`src/rtl/wb_fabric_loader.sv`:
```
// wb_fabric_loader: Wishbone initiator that streams configuration bits into the fabric-control responder.
// Build option: define WB_FABRIC_LOADER_READBACK_EN to read back and verify every PROG write.
module wb_fabric_loader #(
    parameter int          NUM_BL    = 32,
    parameter int          NUM_WL    = 32,
    parameter logic [31:0] BASE_ADDR = 32'h3000_0000,
    parameter int          TIMEOUT   = 16
) (
    input  logic        wb_clk_i,
    input  logic        wb_rst_ni,
    input  logic        start_i,
    input  logic        bit_valid_i,
    input  logic        bit_data_i,
    output logic        bit_ready_o,
    output logic        wbm_cyc_o,
    output logic        wbm_stb_o,
    output logic        wbm_we_o,
    output logic [3:0]  wbm_sel_o,
    output logic [31:0] wbm_adr_o,
    output logic [31:0] wbm_dat_o,
    input  logic [31:0] wbm_dat_i,
    input  logic        wbm_ack_i,
    output logic        busy_o,
    output logic        done_o,
    output logic        err_o,
    output logic [10:0] bit_count_o
);
    typedef enum logic [3:0] {
        IDLE, CTRL_RST, CTRL_EN, GET_BIT, WR_BIT, READ_BACK, CTRL_OFF, DONE, ERROR
    } state_t;

    state_t      state_q, state_d;
    logic        cyc_q, cyc_d, we_q, we_d, done_q, done_d, err_q, err_d;
    logic [31:0] adr_q, adr_d, dat_q, dat_d;
    logic [4:0]  bl_q, bl_d, wl_q, wl_d;
    logic [10:0] cnt_q, cnt_d, wd_q, wd_d;
    logic [15:0] wdog_q, wdog_d;
    logic        bus_st, ack, last, req_we, bl_wrap;
    logic [31:0] req_adr, req_dat;
    logic        dat_unused;

    assign dat_unused  = ^wbm_dat_i;
    assign ack         = cyc_q & wbm_ack_i;
    assign bus_st      = state_q == CTRL_RST || state_q == CTRL_EN || state_q == WR_BIT ||
                         state_q == READ_BACK || state_q == CTRL_OFF;
    assign last        = wd_q[4:0] == 5'(NUM_BL - 1) && wd_q[9:5] == 5'(NUM_WL - 1);
    assign bl_wrap     = bl_q == 5'(NUM_BL - 1);
    assign req_we      = state_q != READ_BACK;
    assign req_adr     = (state_q == WR_BIT || state_q == READ_BACK) ? BASE_ADDR + 32'h4 : BASE_ADDR;
    assign req_dat     = state_q == CTRL_RST ? 32'h2 :
                         state_q == CTRL_EN  ? 32'h4 :
                         state_q == WR_BIT   ? {21'b0, wd_q} : 32'h0;
    assign bit_ready_o = state_q == GET_BIT;
    assign wbm_cyc_o   = cyc_q;
    assign wbm_stb_o   = cyc_q;
    assign wbm_we_o    = we_q;
    assign wbm_sel_o   = 4'hF;
    assign wbm_adr_o   = adr_q;
    assign wbm_dat_o   = dat_q;
    assign busy_o      = !(state_q == IDLE || state_q == DONE || state_q == ERROR);
    assign done_o      = done_q;
    assign err_o       = err_q;
    assign bit_count_o = cnt_q;

    // Sequencer: opens one bus cycle per bus state (after an idle cycle), watches for ack or timeout.
    always_comb begin
        state_d = state_q;
        cyc_d   = cyc_q;
        we_d    = we_q;
        adr_d   = adr_q;
        dat_d   = dat_q;
        bl_d    = bl_q;
        wl_d    = wl_q;
        cnt_d   = cnt_q;
        wd_d    = wd_q;
        wdog_d  = wdog_q;
        done_d  = done_q;
        err_d   = err_q;
        if (bus_st) begin
            if (!cyc_q) begin
                cyc_d  = 1'b1;
                we_d   = req_we;
                adr_d  = req_adr;
                dat_d  = req_dat;
                wdog_d = '0;
            end else if (wbm_ack_i || wdog_q == 16'(TIMEOUT - 1)) begin
                cyc_d = 1'b0;
                we_d  = 1'b0;
                adr_d = '0;
                dat_d = '0;
                if (!wbm_ack_i) begin
                    err_d   = 1'b1;
                    state_d = ERROR;
                end
            end else begin
                wdog_d = wdog_q + 16'd1;
            end
        end
        case (state_q)
            IDLE, DONE, ERROR: if (start_i) begin
                state_d = CTRL_RST;
                done_d  = 1'b0;
                err_d   = 1'b0;
                cnt_d   = '0;
                bl_d    = '0;
                wl_d    = '0;
            end
            CTRL_RST: if (ack) state_d = CTRL_EN;
            CTRL_EN:  if (ack) state_d = GET_BIT;
            GET_BIT:  if (bit_valid_i) begin
                wd_d    = {bit_data_i, wl_q, bl_q};
                state_d = WR_BIT;
            end
            WR_BIT: if (ack) begin
                cnt_d = cnt_q + 11'd1;
                bl_d  = bl_wrap ? 5'd0 : bl_q + 5'd1;
                wl_d  = bl_wrap ? wl_q + 5'd1 : wl_q;
`ifdef WB_FABRIC_LOADER_READBACK_EN
                state_d = READ_BACK;
`else
                state_d = last ? CTRL_OFF : GET_BIT;
`endif
            end
`ifdef WB_FABRIC_LOADER_READBACK_EN
            READ_BACK: if (ack) begin
                err_d   = wbm_dat_i[10:0] != wd_q;
                state_d = wbm_dat_i[10:0] != wd_q ? ERROR : last ? CTRL_OFF : GET_BIT;
            end
`endif
            CTRL_OFF: if (ack) begin
                done_d  = 1'b1;
                state_d = DONE;
            end
            default: ;
        endcase
    end

    // State and bus registers; reset releases the bus immediately.
    always_ff @(posedge wb_clk_i or negedge wb_rst_ni) begin
        if (!wb_rst_ni) begin
            state_q <= IDLE;
            cyc_q   <= 1'b0;
            we_q    <= 1'b0;
            adr_q   <= '0;
            dat_q   <= '0;
            bl_q    <= '0;
            wl_q    <= '0;
            cnt_q   <= '0;
            wd_q    <= '0;
            wdog_q  <= '0;
            done_q  <= 1'b0;
            err_q   <= 1'b0;
        end else begin
            state_q <= state_d;
            cyc_q   <= cyc_d;
            we_q    <= we_d;
            adr_q   <= adr_d;
            dat_q   <= dat_d;
            bl_q    <= bl_d;
            wl_q    <= wl_d;
            cnt_q   <= cnt_d;
            wd_q    <= wd_d;
            wdog_q  <= wdog_d;
            done_q  <= done_d;
            err_q   <= err_d;
        end
    end
endmodule
```
`config.mk`:
```
export PLATFORM = sky130hd
export DESIGN_NAME = wb_fabric_loader
export DESIGN_NICKNAME = d
export VERILOG_FILES = /design/src/rtl/wb_fabric_loader.sv
export SDC_FILE = /design/constraint.sdc
export NUM_CORES = 1
export LEC_CHECK = 0
export BUFFER_PORTS_ARGS = -buffer_cell sky130_fd_sc_hd__buf_4
export CELL_PAD_IN_SITES_DETAIL_PLACEMENT = 1
export CELL_PAD_IN_SITES_GLOBAL_PLACEMENT = 1
export CORE_MARGIN = 3
export CORE_UTILIZATION = 38
export CTS_CLUSTER_DIAMETER = 120
export DETAILED_ROUTE_END_ITERATION = 12
export PLACE_DENSITY = 0.81
export SETUP_SLACK_MARGIN = 0.5
export SYNTH_ARGS = -nofsm -noshare
export SYNTH_HDL_FRONTEND = slang
export SYNTH_SLANG_ARGS = --single-unit
export TNS_END_PERCENT = 50
```
`constraint.sdc`:
```
create_clock -name wb_clk_i -period 2.7 [get_ports wb_clk_i]
set_clock_uncertainty 0.05 [all_clocks]
set_input_delay 0.27 -clock wb_clk_i [delete_from_list [all_inputs] [get_ports wb_clk_i]]
set_output_delay 0.27 -clock wb_clk_i [all_outputs]
set_load 0.05 [all_outputs]
```
==> impl_metrics.yaml <==
timing:
  slew_headroom: 0.409
  post-route-min-period_ns: 2.12
  finalMaxSlewViolations: 0
  setup_slack_ns: 0.584
  finalHoldViolations: 8
  rsz0062_at_grt: "yes"
  worst_pin_slew_ns: 0.886
  fin_crit_sh: 0.784
  max_freq_mhz: 473
  final.setup.tns_ns: 0
  setup_viol: 0
  finalHoldWorstSlack_ns: -0.0169
critical_path:
  criticalPathCategory: "flip-flop to flip-flop"
  reg2reg_slack_ns: 0.58
  path_max_fanout: 10
  reg2reg_to: "bit_count_o[5]"
  r2r_start: "state_q[1]"
  ff2ff_path_depth: 4
  worst_ep_arrival_time_ns: 2.32
  end_kind: "flip-flop"
  start_kind: "flip-flop"
  required_ns: 2.90
global_routing:
  grt_pass1_wl_mm: 16.2
  grtUsageMet3: 0.0492
  first_global_vias: 3353
  grtUsageMet1: 0.206
  antenna_found_initial: 0
  grt_overflow: 0
  grt_util_all_layers: 0.176
  grt.met2_usage: 0.310
  gr-max-usage-layer: "met2"
  grt_max_degree: 70
synthesis:
  yosys.area.top_type: "dfrtp_1"
  yosys.cell_types.count: 57
  netlist_area_sq_um: 3930
  ys_warn_count: 0
  syn_inst: 405
  async_flop_share: 1.00
  synth_edf_count: 0
  ys_ff_latch: 69
  avgSynthCellArea_sq_um: 9.71
  yosysSeqAreaShare: 0.439
  synth_top_area_frac: 0.439
  synth_area_leaders: "dfrtp_1, buf_4, nand2_1"
  synthFlopType: "dfrtp_1"
detailed_routing:
  wirelength_mm: 9.87
  ant_nets: 0
  vias_per_cell: 5.35
  drtIter0Drc: 126
  post_drt_wl_per_cell_um: 16.9
  drc_errors: 0
  via_count: 3125
  dr.pass1.iters: 4
clock_tree:
  h-tree-depth: 3
  clockRootBuffer: "clkbuf_8"
  path_clk_slew_ns: 0.09
  cts_inserted_buffers: 9
  clock-sinks: 69
  clk_latency_ns: 0.36
  cts_tree: "built"
  ctsLongestPathBuffers: 2
run_status:
  status: "complete, but fails checks"
  violations: "hold timing"
floorplanning:
  coreArea_sq_um: 9910
  start_util: 0.397
  placementRows: 36
  die_area_sq_um: 11600
  die_w_um: 108
  pin_count: 124
  die_h_um: 108
place:
  post-place-ws_ns: 0.380
  gp_congestion: 0.774
  place_hpwl_mm: 7.03
  io_buffers: 37
final_layout:
  area_delta_synth_final_pct: 13.0
  drive_above_1_share: 0.222
  fin_nets: 489
  diodes: 0
pwr:
  cellLeakagePower_nw: 2.05
  peakVddDrop_v: 0.000455
  p_per_area_nw_per_um2: 952
flow_run:
  cap_viol_max_count: 0
worst_hold_path:
  hold_path.class: "primary input to asynchronous set/reset pin"
cells in the final DEF, fill, tap and decap left out, drive strengths merged, types with 7 or more instances in the layout:
cell type	count
o31ai	8
nor3	8
dfrtp	69
a21oi	22
or4	7
a22o	14
nand4	13
nand3	23
buf	55
mux2	11
clkbuf	10
o21ai	20
nand2	33
nor2	14
conb	54
or3	14
through the flow:
stage | util | instance area (sq um) | hold slack, ns | instances | power, mW
finish | 0.448 | 4440 | -0.0169 | 584 | 4.23
global route | 0.448 | 4440 | 0.0335 | 584 | 4.48
CTS | 0.445 | 4410 | 0.0138 | 581 | 4.25
detailed placement | 0.421 | 4170 | 0.411 | 565 | 3.26
global placement | 0.421 | 4170 | 0.400 | 565 | 3.18
floorplan | - | 4130 | -0.0756 | 457 | 2.81
where the power goes:
part | internal [mW] | switching [mW] | total, mW
registers | 1.21 | 0.261 | 1.47
logic | 0.604 | 1.19 | 1.80
clock network | 0.543 | 0.412 | 0.955
synth_stat cells, drive strengths merged (2+ instances only):
master and number:
or3 14, nand4 13, nand2 33, xor2 4
a32o 3, o21ai 20, clkbuf 12, mux2 11
o31ai 8, xnor2 3, and2 3, a21oi 22
nor3 8, and3 2, buf 65, and4 5
inv 6, or4 7, conb 2, nand2b 2
nor2 14, o21bai 2, a22o 14, dfrtp 69
nor4 5, o311ai 4, o211ai 5, ha 5
or4b 2, nand3 23, nand4b 2
cell families after synthesis:
| family | Yosys count | synth area share |
|---|---|---|
| AND/OR/NAND/NOR | 139 | 0.200 |
| AO/OA/AOI/OAI | 88 | 0.157 |
| buffers and inverters | 83 | 0.137 |
| flip-flops | 69 | 0.439 |
| multiplexers | 12 | 0.0341 |
| XOR/XNOR | 7 | 0.0156 |
| adder cells (fa/ha/maj) | 5 | 0.0159 |
| other | 2 | 0.00191 |
worst max-delay path, stage by stage (launching register included):
cell      delay (ns)
dfrtp_1         0.53
or4b_4          0.63
or4_4           0.54
o211ai_2        0.19
o31ai_2         0.08
timing repair:
| action | in CTS | in global routing |
|---|---|---|
| pin swaps | 0 | 2 |
| setup endpoints to repair | 14 | 19 |
| setup buffers | 0 | 3 |
| hold buffers | 0 | 0 |
| gates resized for setup | 1 | 5 |
metal layers:
| layer | vias up | share of wire |
|---|---|---|
| met5 | - | 0 |
| met4 | 0 | 0.012 |
| met3 | 13 | 0.034 |
| met2 | 59 | 0.53 |
| met1 | 1591 | 0.42 |
| li1 | 1462 | - |
final cells by class:
class / instances / area (sq um)
fill: 1192 / 5470
multi-input combinational: 305 / 1880
sequential: 69 / 1730
timing repair buffer: 55 / 413
tap: 133 / 166
clock buffer: 10 / 138
clock inverter: 6 / 86.3
inverter: 6 / 22.5
worst max path at each step:
stage,from,to,depth (start not counted)
2_1_floorplan,wbm_cyc_o,state_q[0],6
3_3_place_gp,wdog_q[0],wbm_dat_o[9],5
3_5_place_dp,wdog_q[0],wbm_dat_o[5],5
4_1_cts,state_q[0],bit_count_o[5],4
5_1_grt,state_q[1],wdog_q[3],5
6_report,state_q[1],bit_count_o[5],4
state kept, by name (all words and copies together) (netlist names):
name and flops:
bit_count_o 11, wbm_cyc_o 1, wl_q 5, bl_q 5
state_q 4, wd_q 11, wbm_adr_o 2, wdog_q 16
wbm_dat_o 11, wbm_we_o 1, err_o 1, done_o 1
No activity file was read; power rests on OpenSTA's default activity.
